===== src/rtl/secuenciador_desplazamiento_display.sv =====
// Scrolling message sequencer: loads up to 8 nibbles, then rotates a 4-digit window
// across the message once every DIVISOR clock cycles.
module secuenciador_desplazamiento_display #(
    parameter int DIVISOR      = 50000000,
    parameter int LONGITUD_MAX = 8
) (
    input  logic       i_Reloj,
    input  logic       i_Reset,
    input  logic [3:0] i_Dato,
    input  logic       i_Valido,
    input  logic       i_Ultimo,
    output logic       o_Listo,
    input  logic       i_Iniciar,
    input  logic       i_Detener,
    input  logic       i_Borrar,
    output logic [3:0] o_Datos_3,
    output logic [3:0] o_Datos_2,
    output logic [3:0] o_Datos_1,
    output logic [3:0] o_Datos_0,
    output logic       o_Ocupado,
    output logic       o_Vuelta
);

    localparam int                   PRESC_W   = $clog2(DIVISOR);
    localparam logic [PRESC_W-1:0]   PRESC_FIN = PRESC_W'(DIVISOR - 1);
    localparam logic [3:0]           LMAX      = 4'(LONGITUD_MAX);

    typedef enum logic [1:0] {INACTIVO, CARGA, PAUSA, DESPLAZA} estado_t;

    estado_t              estado;
    logic [3:0]           longitud;
    logic [2:0]           posicion;
    logic [PRESC_W-1:0]   prescaler;
    logic [3:0]           buffer [8];
    logic                 acepta;

    // (pos + k) mod lon for pos < lon and k <= 3; at most three subtractions are needed
    function automatic logic [2:0] indice(input logic [2:0] pos, input logic [1:0] k,
                                          input logic [3:0] lon);
        logic [3:0] s;
        s = {1'b0, pos} + {2'b00, k};
        for (int i = 0; i < 3; i++) begin
            if (lon != 4'd0 && s >= lon) s = s - lon;
        end
        return s[2:0];
    endfunction

    assign o_Listo   = (estado == INACTIVO) || (estado == CARGA && longitud < LMAX);
    assign o_Ocupado = (estado == DESPLAZA);
    assign acepta    = i_Valido && o_Listo && !i_Reset && !i_Borrar;

    always_ff @(posedge i_Reloj) begin
        if (acepta) buffer[longitud[2:0]] <= i_Dato;
    end

    always_ff @(posedge i_Reloj) begin
        if (i_Reset) begin
            estado    <= INACTIVO;
            longitud  <= 4'd0;
            posicion  <= 3'd0;
            prescaler <= '0;
            o_Vuelta  <= 1'b0;
        end else begin
            o_Vuelta <= 1'b0;
            if (i_Borrar) begin
                estado    <= INACTIVO;
                longitud  <= 4'd0;
                posicion  <= 3'd0;
                prescaler <= '0;
            end else begin
                case (estado)
                    INACTIVO, CARGA: begin
                        if (acepta) begin
                            longitud <= longitud + 4'd1;
                            if (i_Ultimo || longitud == LMAX - 4'd1) estado <= PAUSA;
                            else                                     estado <= CARGA;
                        end
                    end
                    PAUSA: begin
                        if (i_Iniciar) begin
                            estado    <= DESPLAZA;
                            prescaler <= '0;
                        end
                    end
                    DESPLAZA: begin
                        if (prescaler == PRESC_FIN) begin
                            prescaler <= '0;
                            if ({1'b0, posicion} == longitud - 4'd1) begin
                                posicion <= 3'd0;
                                o_Vuelta <= 1'b1;
                            end else begin
                                posicion <= posicion + 3'd1;
                            end
                        end else begin
                            prescaler <= prescaler + PRESC_W'(1);
                        end
                        // A stop in the step cycle still keeps the stepped position
                        if (i_Detener) begin
                            estado    <= PAUSA;
                            prescaler <= '0;
                        end
                    end
                    default: estado <= INACTIVO;
                endcase
            end
        end
    end

    always_comb begin
        o_Datos_3 = 4'h0;
        o_Datos_2 = 4'h0;
        o_Datos_1 = 4'h0;
        o_Datos_0 = 4'h0;
        if (estado == PAUSA || estado == DESPLAZA) begin
            o_Datos_3 = buffer[indice(posicion, 2'd0, longitud)];
            o_Datos_2 = buffer[indice(posicion, 2'd1, longitud)];
            o_Datos_1 = buffer[indice(posicion, 2'd2, longitud)];
            o_Datos_0 = buffer[indice(posicion, 2'd3, longitud)];
        end
    end

endmodule


===== config.mk =====
export PLATFORM = sky130hd
export DESIGN_NAME = secuenciador_desplazamiento_display
export DESIGN_NICKNAME = d
export VERILOG_FILES = /design/src/rtl/secuenciador_desplazamiento_display.sv
export SDC_FILE = /design/constraint.sdc
export NUM_CORES = 1
export LEC_CHECK = 0
export BUFFER_PORTS_ARGS = -buffer_cell sky130_fd_sc_hd__buf_2
export CAP_MARGIN = 20
export CELL_PAD_IN_SITES_DETAIL_PLACEMENT = 1
export CELL_PAD_IN_SITES_GLOBAL_PLACEMENT = 1
export CORE_ASPECT_RATIO = 0.8
export CORE_MARGIN = 3
export CORE_UTILIZATION = 50
export DETAILED_ROUTE_END_ITERATION = 8
export MAX_ROUTING_LAYER = met4
export PLACE_DENSITY = 0.85
export SLEW_MARGIN = 0
export SYNTH_ARGS = -nofsm -noshare
export SYNTH_HDL_FRONTEND = slang
export SYNTH_SLANG_ARGS = --single-unit

===== constraint.sdc =====
create_clock -name i_Reloj -period 7.64 [get_ports i_Reloj]
set_input_delay 0 -clock i_Reloj [delete_from_list [all_inputs] [get_ports i_Reloj]]
set_output_delay 0 -clock i_Reloj [all_outputs]
set_load 0.03 [all_outputs]

## Word level (Yosys, flattened, before mapping)

Memories as Yosys holds them, arrays and structs flattened.
Index checks and enable logic that the tools add are counted.

- Register bits: 36
- Memory bits (writable): 32
- Input bits: 11
- Output and inout bits: 19
- Logic and storage cells: 121
- Memories: 1

Memory list:

| memory | depth | width | read ports | clocked after memory_dff | wr ports | RTL line | source |
|---|---|---|---|---|---|---|---|
| buffer | 8 | 4 | 4 | 0 | 1 | 34 | `logic [3:0] buffer [8];` |

- Add/subtract/negate cells: 19
- $lt $le $gt $ge: 13
- Equal/unequal tests: 9
- Multiplexer cells: 41
- Bitwise logic cells: 2
- Reductions and logical operators: 31

Operators by type and width:

| kind | number |
|---|---|
| $mux 4 | 20 |
| $mux 26 | 3 |
| $pmux 26 s2 | 1 |
| $ge 4x4->1 | 11 |
| $sub 4x4->4 | 7 |
| $mux 3 | 9 |
| $add 26x1->26 const B | 1 |
| $eq 26x26->1 const B | 1 |
| $logic_and 1x1->1 | 16 |
| $sub 3x3->3 | 4 |
| $add 3x2->4 const B | 2 |
| $mux 2 | 4 |
| $ne 2x2->1 const B | 3 |
| $pmux 2 s3 | 1 |
| $reduce_and 2->1 | 3 |
| $add 3x1->4 const B | 1 |
| $add 4x1->4 const B | 1 |
| $eq 2x2->1 const B | 2 |
| $eq 3x4->1 | 1 |
| $eq 4x3->1 const B | 1 |
| $ge 3x4->1 | 1 |
| $lt 4x4->1 const B | 1 |
| $reduce_bool 4->1 | 1 |
| $reduce_or 2->1 | 2 |
| other kinds (12) | 18 |

## Depth between registers and ports, before layout

An unclocked memory read counts as a cell.

- Depth after elaboration: 15
- Mapped depth: 26
- Depth with buffers taken out: 25

## Worst setup path before layout

Ideal clock, no wire load.

- Path type: flip-flop to output port
- Start point: reg longitud[1]
- End point: out o_Datos_0[0]
- Data arrival time: 6293 ps
- Data required time: 7640 ps
- Slack: 1347 ps
- Stages on the path, launching flop included: 23
- Path buffers: 1
- Cells stage by stage: dfxtp_1 -> inv_1 -> ha_1 -> nand2b_4 -> a31oi_4 -> o21a_2 -> mux2i_1 -> ha_1 -> fa_1 -> a31oi_1 -> o21ai_2 -> mux2_2 -> ha_1 -> fa_1 -> a21boi_0 -> o21ai_0 -> nand2_1 -> o21a_1 -> a32oi_4 -> buf_8 -> mux2i_1 -> mux2_2 -> o22ai_1

- Cells in the longest elaborated chain, start to end: 14
- Elaborated cells on any way between the ends: 18
- Those cells by class: add/sub: 3; order compare: 3; mux: 7; reduce/logical: 4; memory: 1

Ends and longest elaborated chain:

| element | RTL line | source |
|---|---|---|
| start: declaration | 31 | `logic [3:0] longitud;` |
| start signal: assignment | 74 | `longitud <= longitud + 4'd1;` |
| $ge 4x4->1 / $reduce_bool 4->1 (equally long branches) | 43 | `if (lon != 4'd0 && s >= lon) s = s - lon;` |
| $logic_and 1x1->1 | 43 |  |
| $mux 4 | 43 |  |
| $mux 4 | 114 | `if (estado == PAUSA \|\| estado == DESPLAZA) begin` |
| $ge 4x4->1 | 43 |  |
| $logic_and 1x1->1 | 43 |  |
| $mux 4 | 43 |  |
| $mux 4 | 114 |  |
| $ge 4x4->1 | 43 |  |
| $logic_and 1x1->1 | 43 |  |
| $mux 3 * | 43 |  |
| $mux 3 * | 114 |  |
| $mem_v2 8x4 * | n/a |  |
| $mux 4 * | 114 |  |
| end: declaration | 19 | `output logic [3:0] o_Datos_0,` |

Every way passes the cells marked *; elsewhere a longest branch is shown, timed or not. The select of a mux whose other input is x is not followed.

## Final worst setup path

- Start point: reg posicion[1]
- End point: out o_Datos_0[0]

- Cells in the longest elaborated chain, start to end: 15
- Elaborated cells on any way between the ends: 18
- Those cells by class: add/sub: 4; order compare: 3; mux: 7; reduce/logical: 3; memory: 1

Ends and longest elaborated chain:

| element | RTL line | source |
|---|---|---|
| start: declaration | 32 | `logic [2:0] posicion;` |
| start signal: assignment | 92 | `posicion <= posicion + 3'd1;` |
| $add 3x2->4 * | 41 | `s = {1'b0, pos} + {2'b00, k};` |
| $ge 4x4->1 | 43 |  |
| $logic_and 1x1->1 | 43 |  |
| $mux 4 * | 43 |  |
| $mux 4 * | 114 |  |
| $ge 4x4->1 | 43 |  |
| $logic_and 1x1->1 | 43 |  |
| $mux 4 * | 43 |  |
| $mux 4 * | 114 |  |
| $ge 4x4->1 | 43 |  |
| $logic_and 1x1->1 | 43 |  |
| $mux 3 * | 43 |  |
| $mux 3 * | 114 |  |
| $mem_v2 8x4 * | n/a |  |
| $mux 4 * | 114 |  |

Marked as above.

==> reports/metrics.yaml <==
initial_utilization_pct: 52.7
drc_errors: 0
drv_slew: 0
wl_per_cell_um: 24.3
synthesis.area_um2: 6230
hold_class: "primary input to flip-flop"
path_buf_inv: 5
drt-total-wl_mm: 20.1
netlist_instances: 642
die_h_um: 106
drtIter0Drc: 429
design_area_um2: 6820
cts-root-buf: "clkbuf_16"
syn_avg_cell_area_um2: 9.71
fmax_ghz: 0.138
postPlaceCellArea_um2: 6410
cp_top_family: "compound AO/OA/AOI/OAI gates"
synthDistinctLibCells: 68
grt_pass1_vias: 5671
dieArea_um2: 13900
end_kind: "primary output"
row_count: 35
grt_max_degree: 26
via_per_inst: 6.41
yosysWarningCount: 0
antenna_found_initial: 1
num_vias: 5310
worstMarginPinSlew_ns: 0.931
tritoncts: "done"
yosysSeqAreaShare_pct: 27.0
ys_seq_elements: 68
ctsLongestPathBuffers: 2
layout.nets: 749
synth_edf_count: 32
drive_above_1_share_pct: 17.4
grt_pass1_wl_mm: 31.1
gr-usage-all-layers_pct: 29.5
syn-num-nets: 717
min_period_ns: 7.26
total_power_w: 0.00102
dp.final_hpwl_mm: 13.8
final_cell_mix: "mux2i_1, ha_1, nand2_1, nor2_1, dfxtp_1"
syn_to_final_growth_pct: 9.43
skew_ns: 0.00583
numCtsBuffers: 9
portBuffers: 29
synthArstFlopShare_pct: 0
setup_violations: 0
crit_slowest_cell: "dfxtp_1"
slowest_delay_ns: 0.54
synth_top_area_cell: "edfxtp_1"
final_common_cell: "mux2i_1"
gr-total-overflow: 0
path_class: "flip-flop to primary output"
drtAntennaViolNets: 0
setup_tns_ns: 0
power_density_nw_per_um2: 150
design.core.area_um2: 11800
ir_drop_uv: 123
crit_required_ns: 7.64
design.portCount: 30
htreeDepth: 3
critPathMaxFanout: 8
place.gp.congestion: 0.964
ys_dominant_reg_cell: "dfxtp_1"
insertion_delay_ns: 0.33
yosysTopAreaCellShare_pct: 15.4
status: "finished clean"
final_util_pct: 57.7
power_leakage_nw: 2.90
die_w_um: 131
cts.sinks: 68
hold_violations: 0
clk_pin_slew_worst_paths_ns: 0.06
cp-start-kind: "flip-flop"
maxSlewHeadroom_pct: 37.3
synth_area_leaders: "edfxtp_1, dfxtp_1, mux2i_1, ha_1, mux2_2"
first_pass_iters: 5
worstPathArrival_ns: 7.26
drv_cap: 0
min_period_over_period_pct: 95.0
-- logic make-up (layout without fill, tap and decap cells) --
| logic type | count (synthesis) | in the layout | synth area share (%) |
|---|---|---|---|
| DFF | 68 | 68 | 27.0 |
| adders and majority gates | 64 | 64 | 14.3 |
| xor gates and xnor gates | 49 | 49 | 6.88 |
| AOI/OAI and AO/OA | 137 | 137 | 15.4 |
| muxes | 108 | 108 | 18.6 |
| buffers and inverters | 54 | 91 | 5.14 |
| and+or+nand+nor | 162 | 162 | 12.7 |
| other | 0 | 1 | 0 |
-- power by group --
part,switching [W],internal (W)
combinational,0.000107,0.0000783
sequential,0.00000337,0.000383
clock,0.000165,0.000285
-- sequential cells by signal, indices dropped and copies added, names as in the netlist --
signal,flops
longitud,4
buffer,32
estado,2
o_Vuelta,1
posicion,3
prescaler,26
-- layout make-up --
type | instances | area, µm²
tap | 148 | 185
sequential | 68 | 1680
fill | 1335 | 5000
antenna | 1 | 2.50
clock inverter | 7 | 91.3
inverter | 35 | 139
clock buffer | 9 | 225
timing repair buffer | 40 | 250
multi-input combinational | 520 | 4250
-- timing repair --
action / 4_1_cts / 5_1_grt
resized for setup: 0 / 4
hold endpoints to repair: 27 / 0
setup endpoints to repair: 0 / 12
buffers inserted: 0 / 3
hold buffers: 4 / 0
-- stage by stage --
stage | setup WS [ns] | cells | hold WS [ns]
final | 0.382 | 828 | 0.00585
after global routing | -0.0287 | 828 | 0.0248
after CTS | 0.370 | 824 | 0.00682
after detailed placement | 0.798 | 804 | 0.303
after global placement | 1.19 | 804 | 0.276
after floorplan | 1.35 | 642 | 0.0989
-- metal layers --
layer / wire, µm / GRT usage [%]
met1: 8790 / 39.1
met2: 9390 / 45.1
met3: 1570 / 6.64
met4: 370 / 8.96
met5: 0 / -
-- tightest hold or removal path, cell delays in order --
cell and delay, ns:
buf_2 0.08, a311oi_1 0.05, a211oi_1 0.15
-- final timing paths --
check	startpoint	endpoint	slack (ns)	cells after the start
max reg2reg	estado[1]	prescaler[25]	4.57	9
max	posicion[1]	o_Datos_0[0]	0.38	25
min	i_Ultimo	estado[1]	0.006	3
min reg2reg	prescaler[23]	prescaler[23]	0.51	2
-- Yosys cell counts, types with 5 or more instances --
cell type  instances
mux2i_1           71
ha_1              52
nand2_1           48
nor2_1            48
dfxtp_1           36
inv_1             33
edfxtp_1          32
o21ai_0           29
a21oi_1           26
mux2_2            26
xnor2_1           25
xor2_1            24
o22ai_1           20
nor3_1            13
fa_1              12
buf_6             10
mux2_4             9
a21boi_0           7
a21o_1             7
o21a_1             7
or2_2              7
nand3_1            6
nand4_1            6
a31oi_1            5
nor2b_1            5
Power figures use the tool's default switching activity.
